### src/rtl/pingpong_fill_ctrl.sv
// Write-side controller for the ECG ping-pong sample memory: fills the bank in
// write mode and flips the bank select once a frame is full and the reader is done.
//
// Handshake semantics: sample_valid and rd_done are single-cycle strobes with no
// back-pressure; the block never stalls its source. A sample it cannot store is
// parked in a one-entry pending register, and beyond that it is dropped and counted.
module pingpong_fill_ctrl #(
  parameter int DEPTH  = 4096,
  parameter int ADDR_W = 12,
  parameter int DATA_W = 32,
  parameter int CNT_W  = 16
) (
  input  logic              clk,
  input  logic              rst,
  input  logic              sample_valid,
  input  logic [DATA_W-1:0] sample_in,
  input  logic              rd_done,
  output logic [ADDR_W-1:0] fu_addra,
  output logic [DATA_W-1:0] dt_an,
  output logic              switch,
  output logic              frame_ready,
  output logic              overrun,
  output logic [CNT_W-1:0]  drop_cnt,
  output logic [1:0]        dbg_state
);

  typedef enum logic [1:0] {
    FILL = 2'd0,
    FULL = 2'd1,
    WAIT = 2'd2
  } state_t;

  state_t            state;
  logic [ADDR_W-1:0] wr_ptr;
  logic              pend_vld;
  logic [DATA_W-1:0] pend_data;
  logic              rd_free;

  logic              wr_en;
  logic [DATA_W-1:0] wr_word;
  logic              last_word;
  logic              release_bank;
  logic              drop;

  always_comb begin
    wr_en        = 1'b0;
    wr_word      = sample_in;
    last_word    = (wr_ptr == ADDR_W'(DEPTH - 1));
    release_bank = 1'b0;
    drop         = 1'b0;
    // The pending entry is older than anything on sample_in, so it always goes first.
    if (pend_vld) wr_word = pend_data;
    case (state)
      FILL:    wr_en = pend_vld || sample_valid;
      FULL:    release_bank = rd_free || rd_done;
      WAIT:    release_bank = rd_done;
      default: wr_en = 1'b0;
    endcase
    // In FILL a full pending entry is always drained, so drops only occur while stalled.
    if (state != FILL) drop = sample_valid && pend_vld;
  end

  always_ff @(posedge clk or posedge rst) begin
    if (rst) begin
      state       <= FILL;
      wr_ptr      <= '0;
      pend_vld    <= 1'b0;
      pend_data   <= '0;
      rd_free     <= 1'b1;
      fu_addra    <= '0;
      dt_an       <= '0;
      switch      <= 1'b0;
      frame_ready <= 1'b0;
      overrun     <= 1'b0;
      drop_cnt    <= '0;
    end else begin
      frame_ready <= 1'b0;

      // Address and data move together; the memory rewrites the held word otherwise.
      if (wr_en) begin
        fu_addra <= wr_ptr;
        dt_an    <= wr_word;
        wr_ptr   <= last_word ? '0 : wr_ptr + ADDR_W'(1);
      end

      if (state == FILL) begin
        if (pend_vld) begin
          pend_vld <= sample_valid;
          if (sample_valid) pend_data <= sample_in;
        end
      end else if (sample_valid && !pend_vld) begin
        pend_vld  <= 1'b1;
        pend_data <= sample_in;
      end

      if (drop) begin
        overrun <= 1'b1;
        if (!(&drop_cnt)) drop_cnt <= drop_cnt + CNT_W'(1);
      end

      if (release_bank) begin
        switch      <= ~switch;
        frame_ready <= 1'b1;
      end

      // A bank flip hands the freshly filled bank to the reader, so it is busy again.
      if (release_bank) rd_free <= 1'b0;
      else if (rd_done) rd_free <= 1'b1;

      case (state)
        FILL:    if (wr_en && last_word) state <= FULL;
        FULL:    state <= release_bank ? FILL : WAIT;
        WAIT:    if (release_bank) state <= FILL;
        default: state <= FILL;
      endcase
    end
  end

  assign dbg_state = state;

endmodule

### config.mk
export PLATFORM = sky130hd
export DESIGN_NAME = pingpong_fill_ctrl
export DESIGN_NICKNAME = d
export VERILOG_FILES = /design/src/rtl/pingpong_fill_ctrl.sv
export SDC_FILE = /design/constraint.sdc
export NUM_CORES = 1
export LEC_CHECK = 0
export BUFFER_PORTS_ARGS = -buffer_cell sky130_fd_sc_hd__buf_2
export CAP_MARGIN = 25
export CORE_MARGIN = 2
export CORE_UTILIZATION = 43
export DETAILED_ROUTE_END_ITERATION = 7
export HOLD_SLACK_MARGIN = 0.08
export PLACE_DENSITY = 0.65
export SLEW_MARGIN = 10
export SYNTH_ARGS = -nofsm -noshare
export SYNTH_HDL_FRONTEND = slang
export SYNTH_SLANG_ARGS = --single-unit
### constraint.sdc
create_clock -name clk -period 9.9 [get_ports clk]
set_clock_uncertainty 0.1 [all_clocks]
set_input_delay 0.495 -clock clk [delete_from_list [all_inputs] [get_ports clk]]
set_output_delay 0.495 -clock clk [all_outputs]
set_load 0.1 [all_outputs]
# --- Word level (Yosys, flattened, before mapping) ---
# Cells that the tools add are included.
word_totals:
  regBits: 111
  in_bits: 36
  wordCells: 55
classes:
  n_addsub: 2
  n_eq_ne: 7
  muxes: 19
  bitwise_logic: 2
  reduce_logical: 14
ops:
  columns: ["op", "n"]
  rows:
  - ["$mux W32", 5]
  - ["$add A16 B1 Y16 const B", 1]
  - ["$reduce_and A16 Y1", 1]
  - ["$add A12 B1 Y12 const B", 1]
  - ["$eq A12 B12 Y1 const B", 1]
  - ["$mux W12", 1]
  - ["$mux W1", 8]
  - ["$mux W2", 3]
  - ["$ne A2 B2 Y1 const B", 3]
  - ["$pmux W2 S3", 1]
  - ["$reduce_bool A2 Y1", 3]
  - ["$reduce_and A2 Y1", 2]
  - ["$logic_and A1 B1 Y1", 3]
  - ["$reduce_and A3 Y1", 1]
  - ["$eq A2 B1 Y1 const B", 1]
  - ["$eq A2 B2 Y1 const B", 1]
  - ["$logic_not A2 Y1", 1]
  - ["$logic_or A1 B1 Y1", 2]
  - ["$ne A2 B1 Y1 const B", 1]
  - ["$not A1 Y1", 2]
  - ["$pmux W1 S2", 1]
  - ["$logic_not A1 Y1", 1]

# --- Logic depth before layout (Yosys ltp) ---
# Gate-level depths: netlist of the first run.
depth:
  word_depth: 5
  ltp_mapped: 7
  depth_no_buf: 6

# --- Worst setup path before layout of the first run ---
# OpenSTA, ideal clock, no wires.
synth_timing:
  path_kind: "register -> register"
  start: "register state[0], in the netlist dbg_state[0]"
  end: "register drop_cnt[11]"
  setup_time_ps: 129
  arrival_time_ps: 2421
  slack_ps: 7250
  path_stages_with_launch: 7
  path_buffers: 0
  cell_sequence: "dfrtp_1 -> inv_1 -> ha_1 -> nand3b_4 -> nor4_4 -> nand4_1 -> mux2_1"
synth_via:
  elab_chain_cells: 3
synth_lines:
  columns: ["item", "line", "source"]
  rows:
  - ["start, declared", "33", "state_t state;"]
  - ["start signal, assigned", "112", "FULL: state <= release_bank ? FILL : WAIT;"]
  - ["$reduce_bool A2 Y1", "60", "if (state != FILL) drop = sample_valid && pend_vld;"]
  - ["$mux W1", "60", null]
  - ["$reduce_and A2 Y1 (no line)", null, null]
  - ["end signal, assigned", "98", "if (!(&drop_cnt)) drop_cnt <= drop_cnt + CNT_W'(1);"]
  - ["end, declared", "23", "output logic [CNT_W-1:0] drop_cnt,"]
# Every way passes these cells.
# A chain may end at the register's enable or synchronous reset.

# --- Worst setup path in the final report of the first run ---
layout_timing:
  start: "register state[1], in the netlist dbg_state[1]"
  end: "register wr_ptr[2]"
layout_via:
  elab_chain_cells: 2
layout_lines:
  columns: ["item", "line", "source"]
  rows:
  - ["$logic_not A2 Y1", "53", "case (state)"]
  - ["$mux W1", "53", null]
  - ["end signal, assigned", "83", "wr_ptr <= last_word ? '0 : wr_ptr + ADDR_W'(1);"]
  - ["end, declared", "34", "logic [ADDR_W-1:0] wr_ptr;"]
# Every way passes these cells.

==> impl_metrics.json, run 1 <==
{
  "final_design_area_no_fill_um2": 5800,
  "async_set_or_reset_flop_fraction_in_the_synthesized_netlist_pct": 100,
  "p_sw_mw": 0.754,
  "synth_simple_gate_area_share_pct": 14.8,
  "i_o_pin_count": 101,
  "r2r-start": "dbg_state[1]",
  "required_ns": 10.04,
  "finish.net_count": 559,
  "synth_sequential_area_ratio_pct": 56.8,
  "fin_util_pct": 52.8,
  "total_leakage_power_nw": 2.82,
  "power.share.switching_pct": 45.5,
  "main_combinational_cell_family_by_area_after_synthesis": "simple AND/OR/NAND/NOR gates",
  "number_of_pins_exceeding_their_max_slew_limit_in_the_final_report": 0,
  "timing.max_cap.violations": 0,
  "hold_viol": 0,
  "crit-reg2reg-capture": "wr_ptr[2]",
  "most-common-layout-cells": "109 x sky130_fd_sc_hd__dfrtp_1, 100 x sky130_fd_sc_hd__buf_2, 79 x sky130_fd_sc_hd__nand2_1",
  "synth.avg_cell_area_um2": 11.6,
  "status": "complete, no violations",
  "layout_commonest_cell": "sky130_fd_sc_hd__dfrtp_1",
  "diodes": 0,
  "grt_max_degree": 80,
  "cp_max_fo": 15,
  "core-area_um2": 11000,
  "postRouteWirelength_um": 9840,
  "cts_tree": "done",
  "numPortBuffers": 100,
  "fp.dieArea_um2": 12200,
  "final_worst_path_period_share_pct": 22.5,
  "worst_slew_margin_rel_pct": 39.8,
  "final_cells": 663,
  "fmax_ghz": 0.448,
  "critical_path.cell_chain": "inv_1, ha_1, inv_1, nor2_1, nand2_1, xnor2_1",
  "post_route_cells_drive_above_1_share_pct": 30.8,
  "routed_via_density": 5.13,
  "clock_power_share_pct": 21.0,
  "finalPower_mw": 1.66,
  "buffers_and_inverters_on_the_worst_path": 2,
  "fin_tns_setup_ns": 0,
  "startpoint_type": "flip-flop",
  "synthToLayoutAreaGrowth_pct": 18.6,
  "synth_top_cell_by_area": "sky130_fd_sc_hd__dfrtp_1",
  "first_global_vias": 3406,
  "detailedRoute.firstPassIterationCount": 4,
  "vias": 3403,
  "initial_utilization_pct": 44.5,
  "postLayoutSetupSlackWorst_ns": 7.67,
  "grt_antenna_before_repair": 1,
  "ctsHoldBuffers": 0,
  "crit_path_max_incr_delay_ns": 0.72,
  "worstMarginPinSlew_ns": 0.900,
  "cts.repair_timing.setup_buffer_count": 0,
  "critical_path_end_type": "flip-flop",
  "cts.path.max_buffers": 2,
  "ys.warnings.count": 0,
  "critical_path.slowest_cell": "sky130_fd_sc_hd__nor2_1",
  "part_of_the_power_in_registers_pct": 40.0,
  "core.rowCount": 38,
  "synth_adder_area_share_pct": 1.48,
  "grt_util_all_layers_pct": 16.6,
  "timing.hold.ws_ns": 0.0736,
  "clk-insertion-delay-late_ns": 0.35,
  "num-fill-cells": 978,
  "tritoncts_sink_count": 111,
  "synth.cell_area_um2": 4890,
  "placed_cells": 647,
  "synth_top_area_share_pct": 56.3,
  "layout_min_cycle_time_ns": 2.23,
  "grt_setup_unrepaired": "false",
  "fp.dieW_um": 111,
  "syn_nets": 461,
  "root_buffer": "sky130_fd_sc_hd__clkbuf_16",
  "max-vdd-ir-drop_uv": 173,
  "detailedPlace.worstSlack_ns": 7.67,
  "tritoncts.num_buffers": 9,
  "postPlaceCellArea_um2": 5520,
  "number_of_enable_flip_flop_cells_after_synthesis": 0,
  "post_cts_resize_count": 0,
  "power-per-cell-area_nw_per_um2": 286,
  "worst_path_most_repeated_cell": "sky130_fd_sc_hd__inv_1",
  "cts-htree-levels": 3,
  "grt-ovfl-total": 0,
  "synthMuxAreaShare_pct": 14.6,
  "synth_compound_area_share_pct": 6.04,
  "p_comb_share_pct": 39.0,
  "setup_viol_count_final": 0,
  "place.detailed.hpwl_um": 6700,
  "detail_route.wl_per_cell_um": 14.8,
  "synthCells": 420,
  "final_antenna_net_count": 0,
  "path_clk_slew_ns": 0.07,
  "min_path_type": "in2async",
  "ff2ff_setup_slack_ns": 7.67,
  "synth-xor-area-share_pct": 3.94,
  "routabilityCongestion": 0.754,
  "count_of_state_elements_after_synthesis": 111,
  "criticalPathCategory": "reg2reg",
  "route.detailed.drc": 0,
  "power_report.internal_total_mw": 0.903,
  "timing.critical_path.arrival_ns": 2.37,
  "crit_family": "simple AND/OR/NAND/NOR gates",
  "first_pass_grt_wire_length_um": 16400,
  "synthFlopType": "sky130_fd_sc_hd__dfrtp_1",
  "worstRegToRegCells": 6,
  "number_of_violations_reported_at_the_end_of_detailed_routing_iteration_0": 95,
  "synth.lib_cells_used.distinct": 41,
  "dieHeight_um": 111,
  "synthTopCellsByArea": "sky130_fd_sc_hd__dfrtp_1 56%, sky130_fd_sc_hd__mux2i_1 6.8%, sky130_fd_sc_hd__mux2_2 6.7%, sky130_fd_sc_hd__nand2_1 6.1%, sky130_fd_sc_hd__o21ai_0 4.0%"
}
-- final cells by class --
class	count	area [um2]	area share (%)
flip-flops and latches	111	2780	48.0
multi-input cells	286	2000	34.6
inverters	6	25.0	0.432
clock inverters	6	43.8	0.755
clock buffers	10	239	4.12
well taps	140	175	3.02
repair buffers	104	531	9.15
-- metal layers --
metal  global-route usage, %  wire [um]  vias up
li1                        -          -     1640
met1                    21.1       4410     1670
met2                    26.1       4600       82
met3                    6.15        690       11
met4                    5.75        142        0
met5                       0          0        -
-- flip-flops by register name, indices dropped and copies added (netlist names) --
signal and flops:
overrun 1, rd_free 1, pend_vld 1, frame_ready 1, dbg_state 2, fu_addra 12, wr_ptr 12, pend_data 32
dt_an 32, drop_cnt 16, switch 1
-- synth_stat cells (6+ instances only) --
master                    count
sky130_fd_sc_hd__dfrtp_1    110
sky130_fd_sc_hd__nand2_1     79
sky130_fd_sc_hd__o21ai_0     39
sky130_fd_sc_hd__mux2i_1     33
sky130_fd_sc_hd__mux2_2      29
sky130_fd_sc_hd__nor2_1      14
sky130_fd_sc_hd__xnor2_1     12
sky130_fd_sc_hd__nand3_1     10
sky130_fd_sc_hd__xor2_1      10
sky130_fd_sc_hd__a21oi_1      8
sky130_fd_sc_hd__buf_2        7
sky130_fd_sc_hd__nand4_1      7
sky130_fd_sc_hd__inv_1        6
-- power by group through the flow --
stage	Clock, mW	Combinational [mW]	Sequential (mW)
2_1_floorplan	0	0.173	1.03
3_3_place_gp	0	0.641	0.665
3_5_place_dp	0	0.652	0.672
4_1_cts	0.361	0.652	0.664
5_1_grt	0.376	0.683	0.679
6_report	0.348	0.646	0.663
-- how the worst max path moves through the flow --
stage	start	to	slack, ns	cells after the start
floorplan	rst	dbg_state[0]	6.38	1
global placement	pend_vld	wr_ptr[2]	7.70	5
detailed placement	pend_vld	wr_ptr[2]	7.67	5
CTS	pend_vld	wr_ptr[2]	7.64	5
global route	dbg_state[0]	wr_ptr[0]	7.35	6
finish	dbg_state[1]	wr_ptr[2]	7.67	6
-- cells by family after synthesis --
kind of cell	count (synthesis)
buffers and inverters	23
DFF	111
and+or+nand+nor	137
AOI/OAI and AO/OA	54
xor gates and xnor gates	22
muxes	67
adders and majority gates	6
No activity file was read; power rests on OpenSTA's default activity.
==> run 2: changes to the inputs <==
--- a/config.mk
+++ b/config.mk
@@ -11,7 +11,7 @@
 export CORE_UTILIZATION = 43
 export DETAILED_ROUTE_END_ITERATION = 7
 export HOLD_SLACK_MARGIN = 0.08
-export PLACE_DENSITY = 0.65
+export PLACE_DENSITY = 0.68
 export SLEW_MARGIN = 10
 export SYNTH_ARGS = -nofsm -noshare
 export SYNTH_HDL_FRONTEND = slang
==> constraint.sdc (replaced) <==
create_clock -name clk -period 1.9 [get_ports clk]
set_clock_uncertainty 0.1 [all_clocks]
set_input_delay 0.095 -clock clk [delete_from_list [all_inputs] [get_ports clk]]
set_output_delay 0.095 -clock clk [all_outputs]
set_load 0.1 [all_outputs]
==> impl_metrics.json, run 2 (same netlist as run 1, synthesis figures left out) <==
{
  "i_o_pin_count": 101,
  "initial_utilization_pct": 44.5,
  "cp_max_fo": 5,
  "layout_commonest_cell": "sky130_fd_sc_hd__buf_2",
  "worstMarginPinSlew_ns": 0.537,
  "placed_cells": 651,
  "total_leakage_power_nw": 3.09,
  "final_worst_path_period_share_pct": 98.7,
  "most-common-layout-cells": "100 x sky130_fd_sc_hd__buf_2, 91 x sky130_fd_sc_hd__dfrtp_1, 78 x sky130_fd_sc_hd__nand2_1",
  "critical_path_end_type": "flip-flop",
  "fp.dieW_um": 111,
  "clk-insertion-delay-late_ns": 0.35,
  "tritoncts_sink_count": 111,
  "globalRouteMet1Util_pct": 21.7,
  "post_route_cells_drive_above_1_share_pct": 35.4,
  "max-vdd-ir-drop_uv": 1140,
  "timing.hold.ws_ns": 0.284,
  "num-fill-cells": 923,
  "grt_util_all_layers_pct": 17.5,
  "gr-usage-met3_pct": 4.83,
  "dieHeight_um": 111,
  "cts-htree-levels": 3,
  "setup_viol_count_final": 0,
  "fmax_ghz": 0.533,
  "fin_util_pct": 58.7,
  "busiest_layer_in_global_routing": "met2",
  "grt_max_degree": 77,
  "timing.critical_path.arrival_ns": 2.01,
  "grt-ovfl-total": 0,
  "numPortBuffers": 100,
  "power-per-cell-area_nw_per_um2": 1410,
  "fp.dieArea_um2": 12200,
  "grt_setup_unrepaired": "true",
  "first_global_vias": 3700,
  "number_of_pins_exceeding_their_max_slew_limit_in_the_final_report": 0,
  "grt_antenna_before_repair": 0,
  "number_of_violations_reported_at_the_end_of_detailed_routing_iteration_0": 123,
  "root_buffer": "sky130_fd_sc_hd__clkbuf_16",
  "synthToLayoutAreaGrowth_pct": 31.9,
  "final_antenna_net_count": 0,
  "first_pass_grt_wire_length_um": 17500,
  "core.rowCount": 38,
  "tritoncts.num_buffers": 9,
  "finish.net_count": 609,
  "path_clk_slew_ns": 0.07,
  "place.detailed.hpwl_um": 6730,
  "timing.max_cap.violations": 0,
  "startpoint_type": "flip-flop",
  "status": "complete, no violations",
  "routabilityCongestion": 0.779,
  "required_ns": 2.04,
  "diodes": 0,
  "final_cells": 713,
  "worst_slew_margin_rel_pct": 64.2,
  "route.detailed.drc": 0,
  "detail_route.wl_per_cell_um": 14.6,
  "postRouteWirelength_um": 10400,
  "routed_via_density": 5.04,
  "cts.path.max_buffers": 2,
  "core-area_um2": 11000,
  "area_used_by_multi_input_combinational_logic_um2": 2080,
  "regArea_um2": 2800,
  "criticalPathCategory": "reg2reg",
  "cts_tree": "done",
  "ff2ff_setup_slack_ns": 0.02,
  "min_path_type": "in2async",
  "detailedRoute.firstPassIterationCount": 4,
  "globalRouteMet2Util_pct": 29.4,
  "vias": 3597,
  "layout_min_cycle_time_ns": 1.88,
  "biggestRegsByFlops": "dt_an x32, pend_data x32, drop_cnt x16",
  "hold_viol": 0
}
[run 2: changes by cell type in the layout (fill, tap and decap cells not counted), moves of 2 or more]
| cell | change |
|---|---|
| sky130_fd_sc_hd__inv_1 | -2 |
| sky130_fd_sc_hd__dlygate4sd3_1 | +35 |
| sky130_fd_sc_hd__mux2_4 | +9 |
| sky130_fd_sc_hd__ha_1 | -2 |
| sky130_fd_sc_hd__bufinv_16 | +2 |
| sky130_fd_sc_hd__buf_12 | +3 |
| sky130_fd_sc_hd__buf_4 | +12 |
| sky130_fd_sc_hd__dfrtp_2 | +18 |
| sky130_fd_sc_hd__ha_4 | +2 |
| sky130_fd_sc_hd__dfrtp_1 | -18 |
| sky130_fd_sc_hd__mux2_2 | -8 |
| sky130_fd_sc_hd__clkinv_2 | -2 |
[run 2: through the flow]
| stage | setup WS, ns | TNS [ns] | instance area [um2] | power, mW |
|---|---|---|---|---|
| 2_1_floorplan | -0.173 | -1.82 | 5000 | 6.36 |
| 3_3_place_gp | 0.190 | 0 | 5680 | 6.92 |
| 3_5_place_dp | 0.109 | 0 | 5680 | 7.01 |
| 4_1_cts | 0.0635 | 0 | 6360 | 9.17 |
| 5_1_grt | -0.0488 | -0.0488 | 6450 | 9.54 |
| 6_report | 0.0243 | 0 | 6450 | 9.12 |
[run 2: power breakdown]
part / switching, mW / total (mW) / internal (mW)
clock: 0.907 / 2.08 / 1.17
combinational: 2.66 / 3.54 / 0.882
sequential: 0.447 / 3.49 / 3.04
total: 4.02 / 9.12 / 5.10
[run 2: routing by layer]
metal | share of wire, % | wire [um]
met4 | 1.8 | 191
met5 | 0 | 0
met2 | 49 | 5060
met3 | 5.2 | 538
met1 | 44 | 4630
[run 2: final cells by class]
cell class	instances	area share [%]
Clock buffer	9	3.49
Timing Repair Buffer	154	16.0
Inverter	6	0.446
Clock inverter	7	1.63
Sequential cell	111	43.5
Multi-Input combinational cell	286	32.3
Tap cell	140	2.72
[run 2: worst paths after layout]
check                             start            to  depth (start not counted)
min                                 rst     dt_an[23]                          4
min reg2reg                 fu_addra[8]   fu_addra[8]                          2
max                        dbg_state[1]  drop_cnt[11]                          6
max in group asynchronous           rst  pend_data[5]                          4
max reg2reg                dbg_state[1]  drop_cnt[11]                          6
min in group clk            fu_addra[8]   fu_addra[8]                          2
[run 2: critical path: stages, from the launching register on]
cell and delay, ns:
sky130_fd_sc_hd__dfrtp_2 0.40, sky130_fd_sc_hd__inv_4 0.05, sky130_fd_sc_hd__ha_4 0.16, sky130_fd_sc_hd__nand3b_4 0.18
sky130_fd_sc_hd__nor4_4 0.36, sky130_fd_sc_hd__nand4_1 0.17, sky130_fd_sc_hd__mux2_4 0.33
[run 2: timing repair]
action	4_1_cts	5_1_grt
setup buffers	0	11
hold endpoints to repair	180	0
hold buffers	35	0
gates resized for setup	0	4
endpoints found under the setup margin	0	2
